### src/rtl/mem_access_unit.sv
// mem_access_unit: bridges the core memory port to the banked system bus.
// One request in flight at a time. Alignment and bank mapping are checked at
// accept time; legal requests go out as a word-aligned, byte-enabled bus
// access, and the read data comes back lane-aligned and sign/zero-extended.
//
// Optional feature macro: MEM_ACCESS_TIMEOUT_EN
//   When defined, the bus wait is limited to TIMEOUT_CYCLES.
//   If the limit is reached, the response reports exception bit 2.
//
// Handshakes:
//   Core side: a request transfers on a rising edge where req_valid and
//   req_ready are both high. Request fields are sampled only on that edge.
//   The core holds req_valid until it is accepted.
//   Bus side: bus_req stays high, with every bus output held constant, until
//   the edge where bus_ack is high. That edge completes the transfer.
//   bus_ack is ignored whenever bus_req is low.
module mem_access_unit #(
  parameter logic [15:0] VALID_BANKS    = 16'h0007,
  parameter int          TIMEOUT_CYCLES = 16
) (
  input  logic        clk,
  input  logic        rst,
  input  logic        req_valid,
  output logic        req_ready,
  input  logic [31:0] req_addr,
  input  logic [31:0] req_wr_data,
  input  logic        req_wr_ena,
  input  logic [1:0]  req_access,
  input  logic        req_unsigned,
  output logic        resp_valid,
  output logic [31:0] resp_rd_data,
  output logic [2:0]  resp_exception,
  output logic        bus_req,
  output logic [31:0] bus_addr,
  output logic        bus_wr_ena,
  output logic [3:0]  bus_byte_ena,
  output logic [31:0] bus_wr_data,
  input  logic        bus_ack,
  input  logic [31:0] bus_rd_data,
  output logic [1:0]  state_dbg
);

  localparam logic [1:0] S_IDLE = 2'd0;
  localparam logic [1:0] S_BUS  = 2'd1;
  localparam logic [1:0] S_RESP = 2'd2;

  // Access size encoding: 0 byte, 1 half, 2 word (3 is treated as word).
  localparam logic [1:0] ACC_BYTE = 2'd0;
  localparam logic [1:0] ACC_HALF = 2'd1;

  logic [1:0]  state;
  logic [31:0] addr_q;
  logic [31:0] wdata_q;
  logic        wr_q;
  logic [1:0]  acc_q;
  logic        uns_q;
  logic [31:0] result_q;
  logic [2:0]  exc_q;

  logic [2:0]  req_exc;
  logic [31:0] rd_shift;
  logic [31:0] rd_ext;
  logic        timeout;

  // Exception mask computed from the live request fields.
  always_comb begin
    req_exc    = 3'b000;
    req_exc[0] = ((req_access == ACC_HALF) && req_addr[0]) ||
                 (req_access[1] && (req_addr[1:0] != 2'b00));
    req_exc[1] = ~VALID_BANKS[req_addr[31:28]];
  end

  // Move the addressed lane down to bit 0 and extend it to 32 bits.
  always_comb begin
    rd_shift = bus_rd_data >> {addr_q[1:0], 3'b000};
    case (acc_q)
      ACC_BYTE: rd_ext = {{24{~uns_q & rd_shift[7]}}, rd_shift[7:0]};
      ACC_HALF: rd_ext = {{16{~uns_q & rd_shift[15]}}, rd_shift[15:0]};
      default:  rd_ext = rd_shift;
    endcase
  end

`ifdef MEM_ACCESS_TIMEOUT_EN
  // The timeout fires on the last permitted cycle without ack.
  localparam logic [15:0] LAST_WAIT = 16'(TIMEOUT_CYCLES - 1);
  logic [15:0] wait_cnt;

  // Count consecutive un-acked cycles spent in S_BUS; zero outside it.
  always_ff @(posedge clk or negedge rst) begin
    if (!rst) begin
      wait_cnt <= 16'd0;
    end else if (state != S_BUS) begin
      wait_cnt <= 16'd0;
    end else if (!bus_ack) begin
      wait_cnt <= wait_cnt + 16'd1;
    end
  end

  // An ack on the limit cycle takes priority over the timeout.
  assign timeout = (state == S_BUS) && !bus_ack && (wait_cnt == LAST_WAIT);
`else
  assign timeout = 1'b0;
`endif

  // Request capture and the IDLE -> BUS/RESP -> IDLE sequencing.
  always_ff @(posedge clk or negedge rst) begin
    if (!rst) begin
      state    <= S_IDLE;
      addr_q   <= 32'd0;
      wdata_q  <= 32'd0;
      wr_q     <= 1'b0;
      acc_q    <= 2'd0;
      uns_q    <= 1'b0;
      result_q <= 32'd0;
      exc_q    <= 3'b000;
    end else begin
      case (state)
        S_IDLE: begin
          if (req_valid) begin
            addr_q   <= req_addr;
            wdata_q  <= req_wr_data;
            wr_q     <= req_wr_ena;
            acc_q    <= req_access;
            uns_q    <= req_unsigned;
            exc_q    <= req_exc;
            result_q <= 32'd0;
            state    <= (req_exc != 3'b000) ? S_RESP : S_BUS;
          end
        end
        S_BUS: begin
          if (bus_ack) begin
            result_q <= wr_q ? 32'd0 : rd_ext;
            exc_q    <= 3'b000;
            state    <= S_RESP;
          end else if (timeout) begin
            result_q <= 32'd0;
            exc_q    <= 3'b100;
            state    <= S_RESP;
          end
        end
        S_RESP:  state <= S_IDLE;
        default: state <= S_IDLE;
      endcase
    end
  end

  // Byte lanes for the held request; all zero when no bus access is open.
  always_comb begin
    bus_byte_ena = 4'b0000;
    if (bus_req) begin
      case (acc_q)
        ACC_BYTE: bus_byte_ena = 4'b0001 << addr_q[1:0];
        ACC_HALF: bus_byte_ena = 4'b0011 << addr_q[1:0];
        default:  bus_byte_ena = 4'b1111;
      endcase
    end
  end

  // All outputs decode from registered state, so there is no path from the
  // request inputs to the bus, and an async reset clears them at once.
  assign req_ready      = (state == S_IDLE);
  assign resp_valid     = (state == S_RESP);
  assign resp_rd_data   = resp_valid ? result_q : 32'd0;
  assign resp_exception = resp_valid ? exc_q : 3'b000;
  assign bus_req        = (state == S_BUS);
  assign bus_addr       = bus_req ? {addr_q[31:2], 2'b00} : 32'd0;
  assign bus_wr_ena     = bus_req & wr_q;
  assign bus_wr_data    = bus_req ? (wdata_q << {addr_q[1:0], 3'b000}) : 32'd0;
  assign state_dbg      = state;

endmodule

### config.mk
export PLATFORM = sky130hd
export DESIGN_NAME = mem_access_unit
export DESIGN_NICKNAME = d
export VERILOG_FILES = /design/src/rtl/mem_access_unit.sv
export SDC_FILE = /design/constraint.sdc
export NUM_CORES = 1
export LEC_CHECK = 0
export CORE_ASPECT_RATIO = 0.8
export CORE_MARGIN = 8
export CORE_UTILIZATION = 45
export DETAILED_ROUTE_END_ITERATION = 16
export PLACE_DENSITY = 0.79
export SLEW_MARGIN = 20
export SYNTH_ARGS = -nofsm -noshare
export SYNTH_HDL_FRONTEND = slang
export SYNTH_SLANG_ARGS = --single-unit
### constraint.sdc
create_clock -name clk -period 2.3 [get_ports clk]
set_clock_uncertainty 0.2 [all_clocks]
set_input_delay 0.23 -clock clk [delete_from_list [all_inputs] [get_ports clk]]
set_output_delay 0.23 -clock clk [all_outputs]
set_load 0.02 [all_outputs]
* Yosys cells after proc, flatten, opt, wreduce, memory -nomap -nowiden
Memory sizes are Yosys's and may differ from the RTL's. Cells that the tools add are included.
Word-level totals: RAM bits 0, bits of input ports 104, latch bits 0, memories kept 1, register bits after elaboration 105, bits in read-only memories 16, word-level logic and storage cells 55, output and inout bits 109
Cells by class: bitwise operators 5, mux-type cells 19, $lt $le $gt $ge 1, reductions and logical operators 11, div/mod/pow operators 0, $add $sub $neg 0, shift-type cells 4, multipliers 0, equal/unequal tests 6
Memory list:
- (no name shown) | depth 16, bits a word 1, read ports 1, clocked after Yosys merged registers in 0, write ports 0, line 70 | req_exc[1] = ~VALID_BANKS[req_addr[31:28]];
Operators by type and width (number):
- $mux 32 | 6
- $pmux 32 s2 | 2
- $shl 32x5->32 | 1
- $shr 32x5->32 | 1
- $mux 3 | 3
- $pmux 4 s2 | 1
- $eq 2x1->1 const B | 3
- $mux 2 | 3
- $pmux 3 s2 | 1
- $lt 4x5->1 const B | 1
- $logic_not 2->1 | 2
- $mux 4 | 1
- $pmux 2 s2 | 1
- $reduce_and 2->1 | 2
- $reduce_bool 2->1 | 2
- $shl 1x2->4 const A | 1
- $shl 2x2->4 const A | 1
- $and 1x1->1 | 3
- $reduce_and 3->1 | 1
- $reduce_bool 3->1 | 1
- $eq 2x2->1 const B | 1
- $logic_and 1x1->1 | 2
- $ne 2x1->1 const B | 1
- $ne 2x2->1 const B | 1
- 3 further kinds | 4

* Depth between registers and ports, before layout
Gate-level depths: netlist of run 1.
word-level depth 7, gate-level depth with buffers 7, gate-level depth less buffers 5

* Worst setup path after synthesis of run 1
OpenSTA, ideal clock, no wires.
kind reg2out, start reg addr_q[0], end out bus_wr_data[29], data required time 1870 ps, stages on the path, launching flop included 7, arrival time 1750 ps, setup slack 120 ps, path buffers 4, path through dfrtp_1 -> buf_2 -> buf_2 -> buf_2 -> clkbuf_1 -> a211oi_1 -> a211oi_1
Between the ends: longest elaborated chain between the ends 2
Ends and longest elaborated chain:
- from (decl) | line 52 | logic [31:0] addr_q;
- from (signal assigned) | line 120 | addr_q <= req_addr;
- $shl 32x5->32 | line 168 | assign bus_wr_data = bus_req ? (wdata_q << {addr_q[1:0], 3'b000}) : 32'd0;
- $mux 32 | line 168
- to (decl) | line 37 | output logic [31:0] bus_wr_data,
Every way passes these cells.

* Worst setup path after layout of run 1
start reg addr_q[1], end out bus_wr_data[1]
The elaborated chain is that of the path after synthesis.

==> results of run 1 <==
layout by cell type, fill, tap and decap left out, types with 16 or more instances in the layout:
cell type | Yosys | layout
sky130_fd_sc_hd__nor2_1 | 42 | 42
sky130_fd_sc_hd__clkdlybuf4s50_1 | 0 | 105
sky130_fd_sc_hd__nor2b_1 | 17 | 16
sky130_fd_sc_hd__mux2i_1 | 32 | 27
sky130_fd_sc_hd__buf_4 | 3 | 16
sky130_fd_sc_hd__a21oi_1 | 20 | 19
sky130_fd_sc_hd__o21ai_0 | 22 | 22
sky130_fd_sc_hd__and2_1 | 65 | 65
sky130_fd_sc_hd__dlygate4sd2_1 | 0 | 82
sky130_fd_sc_hd__a211oi_1 | 17 | 17
sky130_fd_sc_hd__dfrtp_1 | 104 | 102
sky130_fd_sc_hd__nand2_1 | 220 | 219
worst max-delay path by stage:
stage,from,end,slack [ps],cells past startpoint
floorplan,addr_q[0]$_DFFE_PN0P_,bus_wr_data[29],120,6
global placement,bus_rd_data[23],result_q[25]$_DFFE_PN0P_,-10,5
detailed placement,bus_rd_data[23],result_q[26]$_DFFE_PN0P_,-70,5
CTS,state_dbg[1]$_DFFE_PN0P_,resp_exception[1],1,4
global route,addr_q[1]$_DFFE_PN0P_,bus_wr_data[17],-50,6
finish,addr_q[1]$_DFFE_PN0P_,bus_wr_data[1],50,5
metal layers:
metal  share of wire, %  vias to the layer above  routed length (um)  global-route usage, %
met5              0.069                        -                  13                      0
met4                1.8                        2                 347                   7.07
met3                 11                       27                2130                   10.5
met2                 43                      212                8100                   35.1
met1                 44                     2528                8180                   29.8
li1                   -                     2560                   -                      -
cell type report:
| cell class | instances | area [um^2] |
|---|---|---|
| repair buffers | 235 | 2230 |
| fillers | 1013 | 4060 |
| clock inverters | 3 | 20.0 |
| clock buffers | 12 | 236 |
| well taps | 152 | 190 |
| multi-input cells | 503 | 2810 |
| inverters | 3 | 12.5 |
| flip-flops and latches | 104 | 2610 |
stage by stage:
step	util [%]	worst slack [ps]	TNS, ps	hold slack (ps)
2_1_floorplan	-	120	0	-266
3_3_place_gp	65.4	-11.9	-90.6	53.9
3_5_place_dp	65.4	-71.6	-799	76.0
4_1_cts	66.5	0.977	0	193
5_1_grt	66.6	-45.7	-254	204
6_report	66.6	53.1	0	205
flip-flops by register name, summed over array words and instances, names as in the netlist:
signal and cells:
wr_q 1, state_dbg 2, addr_q 32, exc_q 2, wdata_q 32, acc_q 2, result_q 32, uns_q 1
kinds of logic (layout without fill, tap and decap cells):
group / count (synthesis) / count (layout) / share of synthesized area, %
other: 1 / 3 / 0.0670
DFF: 104 / 104 / 46.5
xor gates and xnor gates: 1 / 1 / 0.156
muxes: 34 / 34 / 6.33
and+or+nand+nor: 371 / 371 / 30.6
buffers and inverters: 54 / 253 / 4.29
AOI/OAI and AO/OA: 94 / 94 / 12.1
critical path, cell delays in order, from the launching register on:
cell	delay, ps
sky130_fd_sc_hd__dfrtp_2	420
sky130_fd_sc_hd__buf_12	180
sky130_fd_sc_hd__nor2_1	180
sky130_fd_sc_hd__buf_4	200
sky130_fd_sc_hd__and3_1	160
sky130_fd_sc_hd__dlygate4sd2_1	340
power groups by stage:
stage               clock network (mW)  logic [mW]  registers (mW)
floorplan                            0       0.896            2.23
global placement                     0        1.43            2.30
detailed placement                   0        1.47            2.31
CTS                               1.43        1.46            2.28
global route                      1.49        1.64            2.32
finish                            1.39        1.47            2.29
repair_timing:
action	4_1_cts	5_1_grt
endpoints found under the setup margin	102	54
resized for setup	104	43
pin swaps	0	1
endpoints found under the hold margin	40	0
setup buffers	0	1
hold buffers	1	0
==> impl_summary.md, run 1 <==
Worst hold path
The path type of the worst min-delay path is in2reg. In this run the most critical hold path is launched from req_addr[20]. Counting instances, the worst hold path has a depth of 3. For hold timing, the worst endpoint is addr_q[20]$_DFFE_PN0P_.

Die
The starting density of the core is 46.0%. The count of standard-cell rows is 36. In this run the horizontal extent of the chip is 141 um. The core region is 12200 um^2. For this design the top-level I/O count stands at 213. The die covers 16300 um^2. Measured along the y axis, the die boundary spans 116 um.

CTS
At the later pin of the worst-skew pair, clock insertion delay measures 340 ps. TritonCTS built the clock tree. The H-tree generated during clock tree synthesis spans 3 levels. TritonCTS created 9 clock buffers. The total clock sinks is 104.

The clock-pin slew on the worst setup and hold paths is 70 ps. The longest clock path from root to sink contains 2 buffers. In this run the clock root is driven by a sky130_fd_sc_hd__clkbuf_16.

Synthesis
The instance count of the mapped netlist is 659. Ranked by total cell area, the synthesized netlist is headed by sky130_fd_sc_hd__dfrtp_1 (46%), sky130_fd_sc_hd__nand2_1 (15%), sky130_fd_sc_hd__and2_1 (7.3%). The dominant cell by count in the synthesized netlist is sky130_fd_sc_hd__nand2_1.

The top flip-flop cell by instance count after synthesis is sky130_fd_sc_hd__dfrtp_1. The sequential fraction of the synthesis area is 46.5%. The number of warnings issued by yosys is 0. After synthesis, the most frequently instantiated cells are sky130_fd_sc_hd__nand2_1 (220), sky130_fd_sc_hd__dfrtp_1 (104), sky130_fd_sc_hd__and2_1 (65). The count of flip-flops with a built-in enable after synthesis is 0. In this run the mean area of a mapped cell was 8.49 um^2. The number of synthesized register bits is 104. The biggest area contributor in the post-synthesis netlist is sky130_fd_sc_hd__dfrtp_1. The mapped netlist covers 5600 um^2. The share of the synthesized area in the top cell type is 46.5%. In the synthesized netlist the async set-or-reset flop fraction comes to 100%. The netlist uses 38 different library cells.

Detailed routing
The antenna violation net count after detailed routing is 0. After detailed routing, the number of vias per cell comes to 5.27. After detailed routing, the average wire length per cell comes to 18.6 um.

For this block, the routed nets add up to 18800 um of wire. The first-iteration detailed-routing DRC count is 352. The total vias in the final route is 5329. For this run, design rule violations remaining after detail routing come to 0.

The first detailed-routing pass took 5 iterations.

Timing
For this run, the top clock speed supported by timing is 0.445 GHz. The transition time at the pin with the least slew margin is 592 ps. The setup violation total in the final timing report is 0. Setup repair after global routing could not meet its margin everywhere.

Measured against its own limit, the worst slew margin works out to 60.6%. The clock period could shrink to 2250 ps. Dividing the final minimum period by the clock period gives 97.7%. The number of max-slew violations in the final report is 0. The total count of hold-check failures in the final report is 0.

Global route
The number of antenna violations at the first check in global routing is 1. Entering global routing, the biggest net connects 70 pins. The number of global-route vias before repair is 5596. The wire length of the first global-routing pass is 30200 um. The sum of overflow across all layers after global routing is 0. For this run, the total global-route usage over all layers was measured as 23.4%.

Place
In this run, placement finished with an instance count of 995. Summed over all nets, the half-perimeter wirelength after detailed placement is 14100 um. In this run the tool buffered the top-level ports with 209 buffer cells.

The congestion estimate from routability-driven global placement came to 0.918. The instance area at placement is 7950 um^2.

Worst setup path
The path depth of the worst reg2reg path is 5. The data required time at the worst endpoint is 1870 ps. The maximum fanout count along the critical path is 36. The type of the worst setup path is reg2out. The worst flop-to-flop path startpoint is addr_q[0]$_DFFE_PN0P_.

The endpoint identified for the worst register-to-register timing path is result_q[9]$_DFFE_PN0P_. STA classifies the critical path startpoint as a flop. The worst setup path is captured at a primary output. STA puts the critical path data arrival time at 1820 ps.

The worst reg-to-reg setup slack is 190 ps.

Power
The net switching power is 1.67 mW. Across the VDD grid, the largest voltage drop is 463 uV. In this run, the clock network consumes 26.9% of the power. The static power due to leakage is 4.26 nW.

Net switching is 32.5% of the power. The design draws 5.15 mW. Combinational cells account for 28.6% of the total power. For this design the ratio of total power to cell area is 635 nW/um^2. The internal cell power is 3.48 mW. The share of total power dissipated in sequential elements is 44.5%.

Finish
The count of cells in the finished layout, fillers not included, comes to 1012. The share of cells above drive strength 1 is 8.26%. The count of antenna diodes in the layout is 0. The synthesis-to-finish area growth is 44.8%. After routing the design area is 8100 um^2. For this run, the post-layout net count is 960.

Flow run
Across the run, the number of max-cap violations was 0.

Status
The flow ran to the end, and the final reports show no timing, DRC or antenna violations.
No activity file was read; power rests on OpenSTA's default activity.
==> run 2: changes to the inputs <==
SLEW_MARGIN = unset   (was 20)
==> results of run 2 <==
Same layout as run 1: the final DEF is identical, and so are final timing and power.
